--- config.mk ---
export PLATFORM = sky130hd
export DESIGN_NAME = rr_push_arbiter
export DESIGN_NICKNAME = d
export VERILOG_FILES = /design/src/rtl/rr_push_arbiter.sv
export SDC_FILE = /design/constraint.sdc
export NUM_CORES = 1
export LEC_CHECK = 0
export ABC_AREA = 1
export CORE_ASPECT_RATIO = 0.5
export CORE_MARGIN = 1.5
export CORE_UTILIZATION = 47
export CTS_CLUSTER_SIZE = 30
export DETAILED_ROUTE_END_ITERATION = 8
export PLACE_DENSITY_LB_ADDON = 0.25
export SYNTH_ARGS = -nofsm -noshare
export SYNTH_HDL_FRONTEND = slang
export SYNTH_SLANG_ARGS = --single-unit
--- constraint.sdc ---
create_clock -name clk -period 2.95 [get_ports clk]
set_clock_uncertainty 0.1 [all_clocks]
set_input_delay 0.295 -clock clk [delete_from_list [all_inputs] [get_ports clk]]
set_output_delay 0.295 -clock clk [all_outputs]
set_load 0.02 [all_outputs]
--- src/rtl/rr_push_arbiter.sv ---
// rr_push_arbiter: buffers one packet per requester and issues at most one
// push per cycle into the stage-0 FIFO. Requesters are served round-robin.
// The block never pushes while the downstream FIFO reports full.
module rr_push_arbiter #(
  parameter int WIDTH = 8,
  parameter int NREQ  = 4,
  parameter int QWID  = 2
) (
  input  logic                  clk,
  input  logic                  rst,
  input  logic [NREQ-1:0]       req_vld,
  input  logic [NREQ*WIDTH-1:0] req_data,
  output logic [NREQ-1:0]       req_rdy,
  input  logic                  full,
  output logic                  push,
  output logic [WIDTH-1:0]      data_out,
  output logic [QWID-1:0]       grant_idx,
  output logic [NREQ-1:0]       pending
);

  logic [NREQ-1:0]  hold_vld;
  logic [WIDTH-1:0] hold_data [NREQ];
  logic [QWID-1:0]  rr_ptr;

  logic [QWID-1:0]  winner;
  logic [QWID-1:0]  search_idx;
  logic             found;
  logic             push_int;
  logic [NREQ-1:0]  grant;
  logic [NREQ-1:0]  xfer;

  // Round-robin search: first occupied slot starting at rr_ptr, wrapping
  // naturally in QWID bits.
  always_comb begin
    winner     = '0;
    search_idx = '0;
    found      = 1'b0;
    for (int k = 0; k < NREQ; k++) begin
      search_idx = rr_ptr + QWID'(k);
      if (!found && hold_vld[search_idx]) begin
        winner = search_idx;
        found  = 1'b1;
      end
    end
  end

  // Push/grant/ready decode. Reset masks every output so the harness sees a
  // quiet, fully-ready block for the whole reset interval.
  always_comb begin
    push_int  = found && !full && !rst;
    grant     = push_int ? (NREQ'(1) << winner) : '0;
    req_rdy   = rst ? '1 : (~hold_vld | grant);
    xfer      = req_vld & req_rdy;
    push      = push_int;
    data_out  = push_int ? hold_data[winner] : '0;
    grant_idx = push_int ? winner : '0;
    pending   = rst ? '0 : hold_vld;
  end

  // Control state: slot occupancy and round-robin pointer. A refill wins over
  // a drain so a slot can be emptied and reloaded in the same cycle.
  always_ff @(posedge clk) begin
    if (rst) begin
      hold_vld <= '0;
      rr_ptr   <= '0;
    end else begin
      for (int i = 0; i < NREQ; i++) begin
        if (xfer[i])       hold_vld[i] <= 1'b1;
        else if (grant[i]) hold_vld[i] <= 1'b0;
      end
      if (push_int) rr_ptr <= winner + QWID'(1);
    end
  end

  // Packet storage: captured on every accepted transfer, never reset.
  always_ff @(posedge clk) begin
    for (int i = 0; i < NREQ; i++) begin
      if (xfer[i]) hold_data[i] <= req_data[i*WIDTH +: WIDTH];
    end
  end

endmodule

==> impl_metrics.tcl, run 1 <==
set metrics [dict create \
    min_path_cells 1 \
    critPathLaunchType "flip-flop" \
    fp.dieW_um 94.0 \
    switching_power_mw 0.764 \
    grt_overflow 0 \
    setup_ws_ns 0.171 \
    clockPowerShare 0.211 \
    rows 16 \
    final-hold-violation-count 0 \
    crit-reg2reg-launch "rr_ptr[0]$_SDFFE_PP0P_" \
    drv_slew 0 \
    coreArea_mm2 0.00394 \
    pwr-share-seq 0.335 \
    fmax_mhz 360 \
    status "finished, final reports clean" \
    layout.cells.non_filler 336 \
    antenna_found_initial 0 \
    dr.first_iter.drc_count 182 \
    reg2reg_depth 12 \
    grt_first_pass_wirelength_mm 7.86 \
    totalWireLength_mm 4.72 \
    grt_max_degree 15 \
    cts_buffers 5 \
    netlist_area_mm2 0.00195 \
    critPathSlowestCell "clkdlybuf4s15_1" \
    synth.distinct_cells 23 \
    critPathBufInv 4 \
    worstMarginPinSlew_ns 0.490 \
    portBuffers 57 \
    post-route-util 0.695 \
    place_area_mm2 0.00261 \
    place.gp.congestion 0.811 \
    period_share 0.942 \
    comb_power_share 0.454 \
    dp_hpwl_mm 3.48 \
    cts_tree "built" \
    tns_ns 0 \
    yosysWarnings 0 \
    max-cap-violations 0 \
    worstPathCellList "buf_4 > inv_6 > nand2_1 > nand3_1 > nand2_1 > inv_1 > nand2_1 > nand2_4 > nand3_4 > nand2_1 > nand3_1 > a21oi_1 > clkdlybuf4s15_1" \
    placed_cells 326 \
    crit_type "flip-flop to primary output" \
    cts.hold.buffers_added 0 \
    design_area_mm2 0.00274 \
    setup_viol 0 \
    powerDensity_mw_per_mm2 714 \
    wire_per_inst_um 14.0 \
    avgSynthCellArea_um2 9.26 \
    r2r_setup_slack_ns 0.42 \
    pre_cts_ws_ns 0.119 \
    syn_inst 210 \
    ir_drop_uv 363 \
    fin_nets 321 \
    numClockSinks 38 \
    drc 0 \
    internal-power_mw 1.19 \
    rsz0062_at_grt "false" \
    hold_end "hold_data[1][1]$_DFFE_PP_" \
    cp_common_cell "nand2_1" \
    layout_commonest_cell "nand2_1" \
    diodes 0 \
    swShare 0.390 \
    min_path_type "input port to flip-flop" \
    synth_seq_area_share 0.556 \
    die_h_um 48.5 \
    root_buffer "clkbuf_8" \
    reg2reg_to "hold_data[3][7]$_DFFE_PP_" \
    first_pass_iters 4 \
    cp_data_required_time_ns 2.56 \
    gr-usage-all-layers 0.231 \
    arrival_ns 2.38 \
    synth_seq_cells 38 \
    clock_path_buffers 2 \
    start_util 0.493 \
    crit_fanout 14 \
    clk_pin_slew_ns 0.07 \
    htree_num_levels 2 \
    hp-start "req_data[9]" \
    avgViaCountPerCell 5.01 \
    clock_latency_ns 0.28 \
    grt_pass1_vias 1608 \
    max-slew-margin-rel 0.672 \
    routed-via-count 1683 \
    syn_to_final_growth_pct 40.9 \
    antenna_left 0 \
    slowest_delay_ns 0.31 \
    dieArea_mm2 0.00456 \
    io_pins 58 \
    syn-num-nets 249 \
    end_kind "primary output" \
    drive_above_1_share 0.145 \
    cpLargestDelayFamily "simple AND/OR/NAND/NOR gates" \
    mostFrequentLayoutCells "60 x nand2_1, 43 x clkdlybuf4s50_1, 38 x inv_1" \
    p_leak_nw 1.27 \
    period_needed_ns 2.78 \
]
## routing by layer
metal / vias up / routed length (um) / global-route usage / share of wire
li1: 839 / - / - / -
met1: 782 / 1930 / 0.295 / 0.41
met2: 56 / 2490 / 0.411 / 0.53
met3: 6 / 248 / 0.0487 / 0.053
met4: 0 / 48 / 0.0448 / 0.010
met5: - / 0 / 0 / 0
## synthesized netlist by cell type
| cell type | n | share of area |
|---|---|---|
| clkbuf_1 | 1 | 0.0019 |
| nand3_1 | 17 | 0.044 |
| a31oi_1 | 1 | 0.0032 |
| nor2_2 | 1 | 0.0032 |
| o211ai_1 | 8 | 0.031 |
| nand2_1 | 60 | 0.12 |
| nand3_2 | 2 | 0.010 |
| nand3_4 | 3 | 0.027 |
| nand4_1 | 8 | 0.026 |
| buf_6 | 3 | 0.017 |
| nor2_4 | 3 | 0.017 |
| a211oi_1 | 1 | 0.0039 |
| inv_1 | 38 | 0.073 |
| o21ai_1 | 3 | 0.0077 |
| inv_2 | 3 | 0.0058 |
| nand2_2 | 3 | 0.0096 |
| a21boi_2 | 1 | 0.0058 |
| a21oi_1 | 7 | 0.018 |
| inv_6 | 1 | 0.0045 |
| nor2_1 | 7 | 0.014 |
| edfxtp_1 | 32 | 0.49 |
| dfxtp_1 | 6 | 0.062 |
| nand2_4 | 1 | 0.0058 |
## what timing repair did
action / in CTS / in global routing
setup endpoints to repair: 12 / 7
resized for setup: 15 / 10
pin swaps: 1 / 2
buffers inserted: 2 / 0
cloned: 1 / 0
## state kept, by name, summed over array words and instances (netlist names)
| register | count |
|---|---|
| hold_data | 32 |
| hold_vld | 4 |
| rr_ptr | 2 |
## kinds of logic after synthesis
| group | Yosys count | synth area share |
|---|---|---|
| flip-flops | 38 | 0.556 |
| buffers and inverters | 46 | 0.103 |
| AO/OA/AOI/OAI | 21 | 0.0695 |
| AND/OR/NAND/NOR | 105 | 0.272 |
## per-stage QoR
| step | hold WS, ns | total power [mW] |
|---|---|---|
| 4_1_cts | 0.459 | 1.96 |
| 5_1_grt | 0.455 | 2.08 |
| 2_1_floorplan | 0.294 | 1.26 |
| 3_3_place_gp | 0.545 | 1.50 |
| 6_report | 0.465 | 1.96 |
| 3_5_place_dp | 0.549 | 1.52 |
## layout make-up
cell class              instances  area [um^2]
fillers                       291         1200
flip-flops and latches         38         1080
multi-input cells             127          689
repair buffers                 68          637
inverters                      42          163
clock buffers                   5         68.8
well taps                      54         67.6
clock inverters                 2         33.8
## worst reg2reg max path, cell delays in order (launching register included)
cell and delay, ns:
dfxtp_1 0.30, buf_4 0.17, inv_6 0.10, nand2_1 0.07, nand3_1 0.10, nand2_1 0.12
nor2_4 0.17, nand3_1 0.10, nand3_2 0.17, inv_2 0.12, nor2_4 0.15, nand2_2 0.09
a21boi_2 0.43
## worst max-delay path by stage
stage	start	end	slack, ns	cells past startpoint
after floorplan	rr_ptr[0]$_SDFFE_PP0P_	hold_data[1][0]$_DFFE_PP_	0.60	12
after global placement	rr_ptr[1]$_SDFFE_PP0P_	data_out[5]	0.18	11
after detailed placement	rr_ptr[1]$_SDFFE_PP0P_	data_out[0]	0.12	11
after CTS	rr_ptr[0]$_SDFFE_PP0P_	req_rdy[2]	-0.009	11
after global routing	rr_ptr[0]$_SDFFE_PP0P_	data_out[2]	0.009	13
final	rr_ptr[0]$_SDFFE_PP0P_	data_out[2]	0.17	13
## power by group through the flow
stage | Clock [mW] | Sequential, mW | Combinational (mW)
after floorplan | 0 | 0.662 | 0.601
after global placement | 0 | 0.666 | 0.833
after detailed placement | 0 | 0.667 | 0.855
after CTS | 0.424 | 0.656 | 0.881
after global routing | 0.442 | 0.662 | 0.974
final | 0.412 | 0.656 | 0.888
No activity file was read; power rests on OpenSTA's default activity.
==> run 2, diff against run 1 <==
--- a/config.mk
+++ b/config.mk
@@ -12,6 +12,7 @@
 export CTS_CLUSTER_SIZE = 30
 export DETAILED_ROUTE_END_ITERATION = 8
 export PLACE_DENSITY_LB_ADDON = 0.25
+export SLEW_MARGIN = 40
 export SYNTH_ARGS = -nofsm -noshare
 export SYNTH_HDL_FRONTEND = slang
 export SYNTH_SLANG_ARGS = --single-unit
==> constraint.sdc (replaced) <==
create_clock -name clk -period 2.8 [get_ports clk]
set_clock_uncertainty 0.1 [all_clocks]
set_input_delay 0.28 -clock clk [delete_from_list [all_inputs] [get_ports clk]]
set_output_delay 0.28 -clock clk [all_outputs]
set_load 0.02 [all_outputs]
==> run 2 against run 1 <==
  * Design area grew 1.2%
  * Flip-flop and latch count is the same
  * Clock power shrank 12%
  * Clock-buffer cell count is the same
  * Total power grew 6.7%
  * Critical path type unchanged
  * Largest power group unchanged
  * Highest routed layer unchanged
==> impl_metrics.tcl, run 2 (synthesized netlist as in run 1, its figures left out) <==
set metrics [dict create \
    status "finished, final reports clean" \
    io_pins 58 \
    place.gp.congestion 0.830 \
    grt_max_degree 13 \
    dr.first_iter.drc_count 118 \
    clock_latency_ns 0.29 \
    antenna_found_initial 0 \
    grt_first_pass_wirelength_mm 7.30 \
    drive_above_1_share 0.191 \
    worstMarginPinSlew_ns 0.500 \
    die_h_um 48.5 \
    tns_ns 0 \
    layout_commonest_cell "nand2_1" \
    start_util 0.493 \
    max-cap-violations 0 \
    portBuffers 57 \
    dieArea_mm2 0.00456 \
    grt_overflow 0 \
    totalWireLength_mm 4.61 \
    routed-via-count 1730 \
    numClockSinks 38 \
    crit_fanout 10 \
    place_area_mm2 0.00268 \
    gr-usage-met2 0.325 \
    crit_type "flip-flop to primary output" \
    drv_slew 0 \
    worstPathCellList "buf_12 > inv_6 > nand2_1 > nand3_1 > nand2_1 > inv_1 > nand3_2 > buf_4 > nand4_1 > nand3_1 > a21oi_1 > clkdlybuf4s15_1" \
    rsz0062_at_grt "false" \
    cts_buffers 5 \
    ir_drop_uv 343 \
    powerDensity_mw_per_mm2 753 \
    critPathLaunchType "flip-flop" \
    rows 16 \
    grt_use_met1 0.292 \
    clock_path_buffers 2 \
    syn_to_final_growth_pct 42.6 \
    fin_nets 331 \
    max-slew-margin-rel 0.665 \
    final-hold-violation-count 0 \
    grtUsageMet3 0.0535 \
    p_leak_nw 1.27 \
    design_area_mm2 0.00278 \
    min_path_type "input port to flip-flop" \
    arrival_ns 2.30 \
    critPathBufInv 5 \
    critPathSlowestCell "dfxtp_1" \
    nFillCells 329 \
    busiest_layer "met2" \
    top_register "hold_data" \
    first_pass_iters 4 \
    grt_pass1_vias 1568 \
    setup_viol 0 \
    gr-usage-all-layers 0.214 \
    avgViaCountPerCell 4.99 \
    slowest_delay_ns 0.33 \
    fp.dieW_um 94.0 \
    drc 0 \
    layout.cells.non_filler 347 \
    clk_pin_slew_ns 0.07 \
    period_needed_ns 2.68 \
    reg_top3 "hold_data: 32 flops, hold_vld: 4 flops, rr_ptr: 2 flops" \
    end_kind "primary output" \
    root_buffer "clkbuf_8" \
    largest_register_ffs 32 \
    power_mw 2.09 \
    cts_tree "built" \
    placed_cells 333 \
    htree_num_levels 2 \
    period_share 0.956 \
    fmax_mhz 374 \
    cpLargestDelayFamily "buffers and inverters" \
    wire_per_inst_um 13.3 \
    antenna_left 0 \
    dp_hpwl_mm 3.34 \
    coreArea_mm2 0.00394 \
    diodes 0 \
    mostFrequentLayoutCells "60 x nand2_1, 43 x clkdlybuf4s50_1, 38 x inv_1" \
    cp_data_required_time_ns 2.42 \
]
## run 2: changes by cell type in the layout (fill, tap and decap cells not counted), sizes merged
cell	before	now
dlygate4sd2	7	4
clkinv	1	2
clkdlybuf4s15	1	2
clkbuf	8	13
dlymetal6s2s	3	0
buf	11	21
clkinvlp	0	1
bufinv	1	0
## run 2: metal layers
layer | up-vias | share of wire
met4 | 0 | 0.016
met1 | 799 | 0.44
met5 | - | 0
met3 | 11 | 0.064
met2 | 66 | 0.48
li1 | 854 | -
## run 2: path summary, 6_finish.rpt
kind                                        startpoint                        end  slack [ns]  cells after the start
worst max-delay path            rr_ptr[0]$_SDFFE_PP0P_                data_out[2]        0.12                     12
worst min-delay path                      req_data[29]  hold_data[3][5]$_DFFE_PP_        0.44                      1
worst max register to register  rr_ptr[0]$_SDFFE_PP0P_  hold_data[1][1]$_DFFE_PP_        0.27                     15
worst min register to register  rr_ptr[1]$_SDFFE_PP0P_     rr_ptr[1]$_SDFFE_PP0P_        0.50                      4
## run 2: power breakdown
part / total [mW] / internal, mW / switching (mW)
sequential: 0.691 / 0.671 / 0.0201
clock: 0.364 / 0.170 / 0.194
combinational: 1.03 / 0.409 / 0.624
total: 2.09 / 1.25 / 0.838
## run 2: what timing repair did
| item | CTS | global route |
|---|---|---|
| setup buffers | 0 | 5 |
| hold endpoints to repair | 0 | 0 |
| resized for setup | 15 | 19 |
| hold buffers | 0 | 0 |
| cloned | 1 | 0 |
| endpoints found under the setup margin | 12 | 11 |
## run 2: through the flow
stage | utilization | hold WS (ns) | setup slack [ns]
finish | 0.704 | 0.438 | 0.124
CTS | 0.701 | 0.430 | 0.0548
global route | 0.704 | 0.427 | 0.00751
floorplan | - | 0.279 | 0.447
global placement | 0.679 | 0.527 | 0.161
detailed placement | 0.679 | 0.530 | 0.0972
## run 2: area by class of cell
| type | instances | area [um^2] | share of cell area |
|---|---|---|---|
| well taps | 54 | 67.6 | 0.0243 |
| flip-flops and latches | 38 | 1080 | 0.390 |
| clock inverters | 3 | 16.3 | 0.00586 |
| clock buffers | 5 | 68.8 | 0.0248 |
| repair buffers | 78 | 696 | 0.251 |
| inverters | 42 | 163 | 0.0586 |
| multi-input cells | 127 | 682 | 0.246 |
